[config.mk]
export PLATFORM = sky130hd
export DESIGN_NAME = mem_stage_ctrl_flat
export DESIGN_NICKNAME = d
export VERILOG_FILES = /design/src/rtl/mem_stage_pkg.sv /design/src/rtl/mem_stage_ctrl_if.sv /design/src/rtl/mem_timeout_cnt.sv /design/src/rtl/mem_stage_ctrl.sv /design/src/flat_wrapper.sv
export SDC_FILE = /design/constraint.sdc
export NUM_CORES = 1
export LEC_CHECK = 0
export ABC_AREA = 0
export CORE_MARGIN = 2
export CORE_UTILIZATION = 45
export DETAILED_ROUTE_END_ITERATION = 8
export GPL_TIMING_DRIVEN = 0
export PLACE_DENSITY_LB_ADDON = 0.2
export SYNTH_ARGS = -nofsm -noshare
export SYNTH_HDL_FRONTEND = slang
export SYNTH_SLANG_ARGS = --single-unit
[constraint.sdc]
create_clock -name clk -period 5.14 [get_ports clk]
set_input_delay 1.542 -clock clk [delete_from_list [all_inputs] [get_ports clk]]
set_output_delay 1.542 -clock clk [all_outputs]
set_load 0.02 [all_outputs]
[src/rtl/mem_stage_pkg.sv]
// Shared types and constants for the MEM-stage controller.
package mem_stage_pkg;

  localparam int WB_DATA_W = 32;
  localparam int WB_REG_W  = 4;

  localparam logic [1:0] ALIGN_MASK = 2'b11;

  typedef enum logic {
    IDLE,
    ACCESS
  } state_t;

  typedef struct packed {
    logic                 RegWrite;
    logic                 MemToReg;
    logic [WB_DATA_W-1:0] data;
    logic [WB_REG_W-1:0]  rr;
  } wb_bundle_t;

  function automatic logic is_misaligned(input logic [1:0] lsb);
    return (lsb & ALIGN_MASK) != 2'b00;
  endfunction

endpackage

[src/rtl/mem_stage_ctrl_if.sv]
// Data-memory req/ack bus between the MEM-stage controller and data memory.
interface mem_stage_ctrl_if #(
  parameter int DATA_W = 32
);
  logic              mem_req;
  logic              mem_we;
  logic [DATA_W-1:0] mem_addr;
  logic [DATA_W-1:0] mem_wdata;
  logic              mem_ack;
  logic [DATA_W-1:0] mem_rdata;

  modport master (
    output mem_req, mem_we, mem_addr, mem_wdata,
    input  mem_ack, mem_rdata
  );

  modport slave (
    input  mem_req, mem_we, mem_addr, mem_wdata,
    output mem_ack, mem_rdata
  );
endinterface

[src/rtl/mem_timeout_cnt.sv]
// Access watchdog: counts cycles while enabled, flags TIMEOUT-1 reached.
module mem_timeout_cnt #(
  parameter int TIMEOUT = 16
) (
  input  logic clk,
  input  logic rst,
  input  logic i_clear,
  input  logic i_en,
  output logic o_hit
);
  localparam int CNT_W = $clog2(TIMEOUT);

  logic [CNT_W-1:0] r_cnt;

  always_ff @(posedge clk) begin
    if (rst || i_clear) begin
      r_cnt <= '0;
    end else if (i_en) begin
      r_cnt <= r_cnt + CNT_W'(1);
    end
  end

  assign o_hit = (r_cnt == CNT_W'(TIMEOUT - 1));
endmodule

[src/rtl/mem_stage_ctrl.sv]
// MEM-stage controller: issues data-memory accesses, stalls upstream while
// one is outstanding, and registers the write-back result.
module mem_stage_ctrl
  import mem_stage_pkg::*;
#(
  parameter int DATA_W  = WB_DATA_W,
  parameter int REG_W   = WB_REG_W,
  parameter int TIMEOUT = 16
) (
  input  logic              clk,
  input  logic              rst,
  input  logic              MemToReg_in,
  input  logic              MemRead_in,
  input  logic              MemWrite_in,
  input  logic              RegWrite_in,
  input  logic [DATA_W-1:0] alu_in,
  input  logic [DATA_W-1:0] RD3_in,
  input  logic [REG_W-1:0]  RR3_in,
  output logic              stall,
  mem_stage_ctrl_if.master  mem,
  output logic              wb_valid,
  output logic              RegWrite_out,
  output logic              MemToReg_out,
  output logic [DATA_W-1:0] wb_data,
  output logic [REG_W-1:0]  RR3_out,
  output logic              err
);
  state_t            r_state, w_state_nxt;
  wb_bundle_t        r_wb, w_wb_nxt;
  wb_bundle_t        r_lat, w_lat_nxt;
  logic              r_wb_valid, w_wb_valid_nxt;
  logic              r_err, w_err_nxt;
  logic              r_req, w_req_nxt;
  logic              r_we, w_we_nxt;
  logic [DATA_W-1:0] r_addr, w_addr_nxt;
  logic [DATA_W-1:0] r_wdata, w_wdata_nxt;
  logic              w_cnt_clr, w_cnt_en, w_hit;
  logic              w_memop, w_misal;

  mem_timeout_cnt #(.TIMEOUT(TIMEOUT)) u_timeout (
    .clk     (clk),
    .rst     (rst),
    .i_clear (w_cnt_clr),
    .i_en    (w_cnt_en),
    .o_hit   (w_hit)
  );

  assign w_memop = MemRead_in | MemWrite_in;
  assign w_misal = is_misaligned(alu_in[1:0]);

  always_ff @(posedge clk) begin
    if (rst) r_state <= IDLE;
    else     r_state <= w_state_nxt;
  end

  always_comb begin
    w_state_nxt    = r_state;
    w_wb_nxt       = r_wb;
    w_lat_nxt      = r_lat;
    w_wb_valid_nxt = 1'b0;
    w_err_nxt      = r_err;
    w_req_nxt      = r_req;
    w_we_nxt       = r_we;
    w_addr_nxt     = r_addr;
    w_wdata_nxt    = r_wdata;
    w_cnt_clr      = 1'b1;
    w_cnt_en       = 1'b0;
    stall          = 1'b0;
    unique case (r_state)
      IDLE: begin
        if (!w_memop) begin
          w_wb_valid_nxt    = 1'b1;
          w_wb_nxt.RegWrite = RegWrite_in;
          w_wb_nxt.MemToReg = MemToReg_in;
          w_wb_nxt.data     = alu_in;
          w_wb_nxt.rr       = RR3_in;
        end else if (w_misal) begin
          w_wb_valid_nxt    = 1'b1;
          w_wb_nxt.RegWrite = 1'b0;
          w_wb_nxt.MemToReg = MemToReg_in;
          w_wb_nxt.data     = '0;
          w_wb_nxt.rr       = RR3_in;
          w_err_nxt         = 1'b1;
        end else begin
          // Load+store together is flagged but still issued as a store.
          stall              = 1'b1;
          w_req_nxt          = 1'b1;
          w_we_nxt           = MemWrite_in;
          w_addr_nxt         = {alu_in[DATA_W-1:2], 2'b00};
          w_wdata_nxt        = RD3_in;
          w_lat_nxt.RegWrite = RegWrite_in;
          w_lat_nxt.MemToReg = MemToReg_in;
          w_lat_nxt.data     = alu_in;
          w_lat_nxt.rr       = RR3_in;
          if (MemRead_in && MemWrite_in) w_err_nxt = 1'b1;
          w_state_nxt        = ACCESS;
        end
      end
      ACCESS: begin
        w_cnt_clr = 1'b0;
        w_cnt_en  = 1'b1;
        stall     = !(mem.mem_ack || w_hit);
        if (mem.mem_ack) begin
          w_req_nxt      = 1'b0;
          w_wb_valid_nxt = 1'b1;
          w_wb_nxt       = r_lat;
          w_wb_nxt.data  = r_lat.MemToReg ? mem.mem_rdata : r_lat.data;
          w_state_nxt    = IDLE;
        end else if (w_hit) begin
          w_req_nxt         = 1'b0;
          w_wb_valid_nxt    = 1'b1;
          w_wb_nxt          = r_lat;
          w_wb_nxt.RegWrite = 1'b0;
          w_wb_nxt.data     = '0;
          w_err_nxt         = 1'b1;
          w_state_nxt       = IDLE;
        end
      end
      default: w_state_nxt = IDLE;
    endcase
  end

  always_ff @(posedge clk) begin
    if (rst) begin
      r_wb       <= '0;
      r_lat      <= '0;
      r_wb_valid <= 1'b0;
      r_err      <= 1'b0;
      r_req      <= 1'b0;
      r_we       <= 1'b0;
      r_addr     <= '0;
      r_wdata    <= '0;
    end else begin
      r_wb       <= w_wb_nxt;
      r_lat      <= w_lat_nxt;
      r_wb_valid <= w_wb_valid_nxt;
      r_err      <= w_err_nxt;
      r_req      <= w_req_nxt;
      r_we       <= w_we_nxt;
      r_addr     <= w_addr_nxt;
      r_wdata    <= w_wdata_nxt;
    end
  end

  assign mem.mem_req   = r_req;
  assign mem.mem_we    = r_we;
  assign mem.mem_addr  = r_addr;
  assign mem.mem_wdata = r_wdata;
  assign wb_valid      = r_wb_valid;
  assign RegWrite_out  = r_wb.RegWrite;
  assign MemToReg_out  = r_wb.MemToReg;
  assign wb_data       = r_wb.data;
  assign RR3_out       = r_wb.rr;
  assign err           = r_err;
endmodule

[src/flat_wrapper.sv]
// flat-port wrapper written by rule: the top's interface ports become plain ports
module mem_stage_ctrl_flat import mem_stage_pkg::*;
#(
  parameter int DATA_W  = WB_DATA_W,
  parameter int REG_W   = WB_REG_W,
  parameter int TIMEOUT = 16
)
  (clk, rst, MemToReg_in, MemRead_in, MemWrite_in, RegWrite_in, alu_in, RD3_in, RR3_in, stall, wb_valid, RegWrite_out, MemToReg_out, wb_data, RR3_out, err, mem_mem_req, mem_mem_we, mem_mem_addr, mem_mem_wdata, mem_mem_ack, mem_mem_rdata);
  mem_stage_ctrl_if #(.DATA_W(DATA_W)) mem_i ();
  input  logic clk;
  input  logic rst;
  input  logic MemToReg_in;
  input  logic MemRead_in;
  input  logic MemWrite_in;
  input  logic RegWrite_in;
  input  logic [DATA_W-1:0] alu_in;
  input  logic [DATA_W-1:0] RD3_in;
  input  logic [REG_W-1:0] RR3_in;
  output logic stall;
  output logic wb_valid;
  output logic RegWrite_out;
  output logic MemToReg_out;
  output logic [DATA_W-1:0] wb_data;
  output logic [REG_W-1:0] RR3_out;
  output logic err;
  output wire logic [$bits(mem_i.mem_req)-1:0] mem_mem_req;
  output wire logic [$bits(mem_i.mem_we)-1:0] mem_mem_we;
  output wire logic [$bits(mem_i.mem_addr)-1:0] mem_mem_addr;
  output wire logic [$bits(mem_i.mem_wdata)-1:0] mem_mem_wdata;
  input wire logic [$bits(mem_i.mem_ack)-1:0] mem_mem_ack;
  input wire logic [$bits(mem_i.mem_rdata)-1:0] mem_mem_rdata;
  assign mem_mem_req = mem_i.mem_req;
  assign mem_mem_we = mem_i.mem_we;
  assign mem_mem_addr = mem_i.mem_addr;
  assign mem_mem_wdata = mem_i.mem_wdata;
  assign mem_i.mem_ack = mem_mem_ack;
  assign mem_i.mem_rdata = mem_mem_rdata;
  mem_stage_ctrl #(.DATA_W(DATA_W), .REG_W(REG_W), .TIMEOUT(TIMEOUT)) u_core (.clk(clk), .rst(rst), .MemToReg_in(MemToReg_in), .MemRead_in(MemRead_in), .MemWrite_in(MemWrite_in), .RegWrite_in(RegWrite_in), .alu_in(alu_in), .RD3_in(RD3_in), .RR3_in(RR3_in), .stall(stall), .mem(mem_i), .wb_valid(wb_valid), .RegWrite_out(RegWrite_out), .MemToReg_out(MemToReg_out), .wb_data(wb_data), .RR3_out(RR3_out), .err(err));
endmodule
After elaboration in Yosys (flattened, before gate mapping)
Index checks and enable logic that the tools add are counted.

word-level totals
  register bits after elaboration = 147
  input bits = 107
  output and inout bits = 107
  word-level logic and storage cells = 67

cells by class
  add/sub/neg operators = 1
  equal/unequal tests = 8
  multiplexer cells = 30
  bitwise gates (word level) = 3
  reduce and logical (&&, ||, !) cells = 9

operator list
  cell                                            count
  2-to-1 mux 38 bit                               4
  case mux 38 bit (2 select lines)                1
  2-to-1 mux 32 bit                               1
  2-to-1 mux 1 bit                                19
  case mux 1 bit (2 select lines)                 5
  != test 2 bit (second input constant)           3
  != test 3 bit (second input constant)           2
  AND reduction 3 bit                             2
  adder 4 x 1 -> 4 bit (second input constant)    1
  == test 4 bit (second input constant)           1
  AND reduction 4 bit                             1
  != test 3 x 1 -> 1 bit (second input constant)  1
  logical OR 1 bit                                2
  != test 2 x 1 -> 1 bit (second input constant)  1
  inverter 1 bit                                  2
  AND reduction 2 bit                             1
  nonzero test 2 bit                              1
  logical AND 1 bit                               1
  logical NOT 1 bit                               1
  OR 1 bit                                        1

Depth between registers and ports, before layout
  word-level depth = 5
  gate-level depth with buffers = 5
  gate-level depth less buffers = 5

Cells and area by module
A second synthesis with hierarchy kept.

second synthesis, totals
  cells, all modules = 638
  area, all modules = 5467.7 µm²

by module, submodules not included
  module           instances  cells each  area an instance (µm²)  sequential area each (µm²)
  mem_stage_ctrl   1          620         5273.8                  2262.2
  mem_timeout_cnt  1          18          193.9                   80.1

Worst setup path after synthesis
Ideal clock, no wire load.

  path type = input -> output
  start point = input port MemWrite_in
  end point = output port stall
  data arrival time = 2.240 ns
  data required time = 3.598 ns
  path slack = 1.358 ns
  stages = 4
  buffers on the path = 1
  cells stage by stage = or2_1 -> buf_2 -> a22oi_4 -> inv_2

on the way
  cells in the longest elaborated chain, start to end = 3

RTL lines
  element                          RTL line              source
  start: declaration               flat_wrapper.sv:14    input logic MemWrite_in;
  OR 1 bit                         mem_stage_ctrl.sv:48  assign w_memop = MemRead_in | MemWrite_in;
  2-to-1 mux 1 bit                 mem_stage_ctrl.sv:71  if (!w_memop) begin
  case mux 1 bit (2 select lines)  mem_stage_ctrl.sv:69  unique case (r_state)
  end: declaration                 flat_wrapper.sv:19    output logic stall;

No other way between the ends.

Final worst setup path
Same ends and word-level chain as after synthesis.

==> impl_results.md <==
* Post-synthesis sequential area ratio at 44.28%
* Slew Viols, Final at 0
* Worst r2r path cells at 5
* Hold endpoint: u_core.u_timeout.r_cnt[0]
* CP endpoint kind: output port
* Warnings, synthesis at 0
* Clk_skew at 0.009381 ns
* Starting density of the core at a little under half
* Count leader, synth: dfxtp_1
* Drt first-iter violations at 416
* Largest net degree at the start of global routing at 17
* Synthesized cell area at between 0.005 and 0.006 sq mm
* Yosys top cell by area: dfxtp_1
* Distinct cells, synth at 37
* CTS Buf Count at 17
* Design Area, Final at 0.008228 sq mm
* Top cell types by occurrence after synthesis: dfxtp_1 (117), nand3_1 (72), a21oi_1 (71), o21ai_0 (71), clkbuf_1 (47)
* # IOs at 214
* Vias in the first global route at ~5500
* FF-to-FF End: u_core.r_lat[19]
* Placed Area at 0.007585 sq mm
* GRT Util Overall at approximately 28%
* Hold_sp: u_core.u_timeout.r_cnt[0]
* RSZ-0062 raised after global routing: false
* Antenna cells at 0
* Status: completed
* Layout area overhead at 55.53%
* Relative slew slack at 43.21%
* Number of flops mapped to enable cells by yosys at 0
* Placer Congestion at 0.7964
* CP max FO at 8
* Final Hold Vio Count at 0
* Share of the synthesized area in the top cell type at about 44%
* Max IR drop VDD at around 0.19 mV
* Setup ws final at ~0.35 ns
* Max-Cap Viols at 0
* Hold depth at 1
* Routed WL per cell at 18.18 um
* R2r setup slk at ~3.4 ns
* Root Buffer: clkbuf_16
* Hold Buf Count CTS at 0
* Worst EP arrival at roughly 3.3 ns
* Detail Route Antenna Nets at 0
* Pleak at 2.941 nW
* WHS at 0.4552 ns
* Pwr per Cell Area at ~320 mW/mm^2
* Max Clk Rate at about 210 MHz
* Final period util at 93.20%
* # DRC at 0
* CP max-delay cell: clkdlybuf4s50_1
* Min Tclk post-route at between 4 and 5 ns
* H-tree levels at 4
* Latest clock arrival within the worst-skew pair at between 0.4 and 0.5 ns
* HPWL Detailed at between 10000 and 15000 um
* Detailed Routing Iterations Pass 1 at 5
* Pre-CTS setup slack at -0.04608 ns
* Share of synthesized registers carrying an async set or reset at 0%
* GRT overflow at 0
* Placed Cells at slightly below 1000
* Via density at ~5.7
* Clk slew on worst S/H paths at approximately 0.050 ns
* Initial antenna violation count at 0
* Row count at 39
* Chip Height at between 100 and 150 um
* Final net count at between 900 and 1000
* # setup viols final at 0
* Worst-Margin Slew at around 0.85 ns
* TritonCTS clock tree: done
* #FFs+latches synth at between 100 and 150
* Synth Flop Type: dfxtp_1
* Crit path launch type: input port
* CP Data Required Time at about 3.6 ns
* Final wirelength at between 15000 and 20000 um
* CP peak stage delay at approximately 0.51 ns
* Core area at between 0.01 and 0.015 sq mm
* First-pass GRT wire length at 28100 um
* Maximum buffer depth of the clock tree at 2
* Mapped Cells at between 600 and 700
* Vias at ~5700
* Fraction of layout cells with a size suffix above 1 at a little over an eighth
* Critical Path, Cell by Cell: clkdlybuf4s50_1 -> or2_1 -> buf_2 -> a22oi_4 -> inv_2 -> dlymetal6s2s_1
* Die ar. at ~0.013 sq mm
* Die width at between 100 and 150 um
* CTS Sinks at 117
* Syn_area_per_cell at 8.715 sq um
* Synth top area cells: dfxtp_1 (44%), nand3_1 (6.8%), mux2_2 (6.8%)
* Input/output buffers at 211
* Critical path type: input port to output port
* Non-Filler Instances at between 900 and 1000
* Final TNS setup at 0 ns
* HP Class: flip-flop to flip-flop
* Worst reg2reg startpoint: u_core.r_state
==> cells by family (layout without fill, tap and decap cells) <==
| kind of cell | Yosys count | after routing | synth area share, % |
|---|---|---|---|
| other | 1 | 2 | 0.07089 |
| buffers and inverters | 97 | 341 | 9.461 |
| flip-flops | 117 | 117 | 44.28 |
| adder cells (fa/ha/maj) | 1 | 1 | 0.2365 |
| XOR/XNOR | 2 | 2 | 0.3312 |
| AND/OR/NAND/NOR | 133 | 133 | 13.67 |
| AO/OA/AOI/OAI | 214 | 214 | 23.13 |
| multiplexers | 42 | 42 | 8.822 |
==> routing by layer <==
metal / track usage, % / wire, um / vias up
li1: - / - / 2629
met4: 8.618 / 304 / 0
met2: 47.95 / 8914 / 260
met1: 32.71 / 7346 / 2739
met5: 0 / 0 / -
met3: 9.773 / 1527 / 26
==> final cells by class <==
class | count | area (sq um)
Sequential cell | 117 | 2342
Clock buffer | 20 | 456.7
Multi-Input combinational cell | 394 | 2451
Fill cell | 923 | 3239
Clock inverter | 12 | 176.4
Timing Repair Buffer | 212 | 2122
Tap cell | 143 | 178.9
Inverter | 4 | 15.01
Buffer | 93 | 485.5
==> power breakdown <==
group | switching (W) | internal (W) | total (W)
combinational | 0.000206 | 0.000210 | 0.000416
sequential | 0.0000229 | 0.000946 | 0.000969
clock | 0.000425 | 0.000836 | 0.00126
total | 0.000654 | 0.00199 | 0.00265
==> timing repair <==
item	CTS	global route
pin swaps	1	0
endpoints found under the hold margin	0	0
buffers inserted	1	0
gates resized for setup	0	1
setup endpoints to repair	1	1
==> metrics by stage <==
| step | total power (W) | util, % |
|---|---|---|
| floorplan | 0.001184 | - |
| CTS | 0.002653 | 71.73 |
| detailed placement | 0.001397 | 66.14 |
| global route | 0.002733 | 71.75 |
| global placement | 0.001387 | 66.14 |
| finish | 0.002646 | 71.75 |
==> critical path, delay by kind of cell <==
family	cells	cell delay [ns]
buf+inv	4	1.12
compound gates	1	0.31
simple gates	1	0.27
==> flip-flops by register name, summed over array words and instances, names as in the netlist <==
| signal | flops |
|---|---|
| u_core.r_lat | 38 |
| u_core.RR3_out | 4 |
| u_core.mem.mem_wdata | 32 |
| u_core.MemToReg_out | 1 |
| u_core.r_state | 1 |
| u_core.err | 1 |
| u_core.mem.mem_req | 1 |
| u_core.RegWrite_out | 1 |
| u_core.wb_valid | 1 |
| u_core.u_timeout.r_cnt | 4 |
| u_core.mem.mem_we | 1 |
| u_core.wb_data | 32 |
==> placed cells by master, fill, tap and decap left out, drive strengths merged, types with 3 or more instances in the layout <==
cell type      instances
clkdlybuf4s50        210
dfxtp                117
nand3                 72
o21ai                 71
a21oi                 71
clkbuf                67
buf                   47
mux2                  37
nand2b                33
o22ai                 32
a22oi                 32
nor2                  12
nor2b                  6
mux2i                  5
clkinvlp               5
inv                    5
bufinv                 4
a31oi                  3
==> worst max-delay path by stage <==
| stage | startpoint | endpoint | slack, ns |
|---|---|---|---|
| 2_1_floorplan | MemWrite_in | stall | 1.36 |
| 6_report | MemWrite_in | stall | 0.35 |
| 4_1_cts | MemWrite_in | stall | 0.02 |
| 3_3_place_gp | alu_in[0] | stall | -0.01 |
| 5_1_grt | MemWrite_in | stall | 0.29 |
| 3_5_place_dp | alu_in[0] | stall | -0.05 |
Power figures use the tool's default switching activity.
==> RTL change (same settings) <==
`WB_DATA_W`: 32 -> 48.
--- a/src/rtl/mem_stage_pkg.sv
+++ b/src/rtl/mem_stage_pkg.sv
@@ -1,7 +1,7 @@
 // Shared types and constants for the MEM-stage controller.
 package mem_stage_pkg;
 
-  localparam int WB_DATA_W = 32;
+  localparam int WB_DATA_W = 48;
   localparam int WB_REG_W  = 4;
 
   localparam logic [1:0] ALIGN_MASK = 2'b11;
Interface: changed (6 resized); port bits go from 214 to 310. No check against the original RTL was run, so the function may have changed too.
==> RTL change against the unedited design <==
Design area up 39%; total power up 21%; sequential share of layout area up 0.32 points; setup slack worse by 0.24 ns; sequential cell count grew 48; area after synthesis up 43%; routed wire length grew 45%; final cell count increased by 43%; largest cell class unchanged.
==> RTL change: results (changes against the unedited design) <==
CTS
  • Post-CTS setup repair buffer count: 0 (-1)

Status
  • Run status: finished, final reports clean

Placed design
  • HPWL after DPL: 19010 µm (+44%)
  • Post-placement cell area: 10900 µm² (+44%)
  • Worst slack after detailed placement: 0.1214 ns (+0.1675 ns)
  • Number of I/O port buffers: 306 (+45%)

Worst setup path
  • Worst path arrival time: 3.49 ns (+0.24 ns)
  • Worst R2R Start: u_core.u_timeout.r_cnt[0]
  • Slowest cell delay on critical path: 0.65 ns (+0.14 ns)
  • Endpoint of the worst register-to-register path: u_core.wb_data[2]
  • Largest driver fanout on the critical path: 6 (-2)
  • Critical path startpoint: alu_in[0]

Global routing
  • GR Util met2: 47.68% (-0.27 points)
  • GR Layer Usage met1: 36.22% (+3.5 points)

Pwr
  • Final total power: 3.214 mW (+21%)
  • Static Leakage: 4.094 nW (+39%)
  • Worst vdd rail ir drop: 0.2115 mV (+12%)

Final layout
  • Number of flip-flops under the largest register name: 54 (+42%)
  • Share of cells above drive strength 1: 15.00% (+1.7 points)

Synthesis
  • Leading cell types by total area after synthesis: dfxtp_1 44%, mux2_2 7.2%, nand3_1 6.9%
  • Distinct cell type count after synthesis: 39 (+5.4%)

STA
  • Minimum period implied by the final worst setup slack: 5.028 ns (+0.2380 ns)
  • Maximum clock skew at final layout: 0.007671 ns (-0.001710 ns)

Drt
  • DRT iter0 DRCs: 568 (+37%)
  • Detail-routed net length per standard cell: 18.43 µm (+1.4%)
  • Met2 wire length: 12590 µm (+41%)
  • WL met3: 1826 µm (+20%)
==> RTL change: worst min path at each step <==
stage               depth (start not counted)                   endpoint  slack [ns]
floorplan                                   1  u_core.u_timeout.r_cnt[0]        0.42
global placement                            1  u_core.u_timeout.r_cnt[0]        0.43
detailed placement                          1  u_core.u_timeout.r_cnt[0]        0.45
CTS                                         1  u_core.u_timeout.r_cnt[0]        0.47
global route                                1  u_core.u_timeout.r_cnt[0]        0.48
finish                                      1  u_core.u_timeout.r_cnt[0]        0.46
==> RTL change: logic make-up after synthesis <==
family	count (synthesis)	synth area share [%]
mux	58	8.558
buf+inv	143	10.93
compound gates	310	23.34
simple gates	181	13.03
other cells	1	0.04961
fa+ha+maj	1	0.1655
flops	165	43.70
xor+xnor	2	0.2318
==> RTL change: worst max-delay path: cells and delay by family <==
family / cells / cell delay, ns
AOI/OAI and AO/OA: 1 / 0.16
buffers and inverters: 3 / 1.36
and+or+nand+nor: 1 / 0.41
==> RTL change: cell type report <==
cell class,count,share of cell area (%)
multi-input combinational,554,29.92
sequential,165,28.78
timing repair buffer,306,26.69
buffer,139,7.065
clock buffer,19,3.947
tap,220,2.399
clock inverter,13,1.068
inverter,4,0.1308
==> RTL change: power breakdown <==
part,switching (mW),leakage (nW),internal (mW),total [mW]
Combinational,0.292,2.48,0.307,0.599
Sequential,0.0315,1.34,1.33,1.36
Clock,0.553,0.273,0.698,1.25
==> RTL change: per-stage QoR <==
stage / instances / hold WS (ns)
2_1_floorplan: 862 / 0.4176
3_3_place_gp: 1388 / 0.4309
3_5_place_dp: 1388 / 0.4503
4_1_cts: 1420 / 0.4669
5_1_grt: 1420 / 0.4816
6_report: 1420 / 0.4643
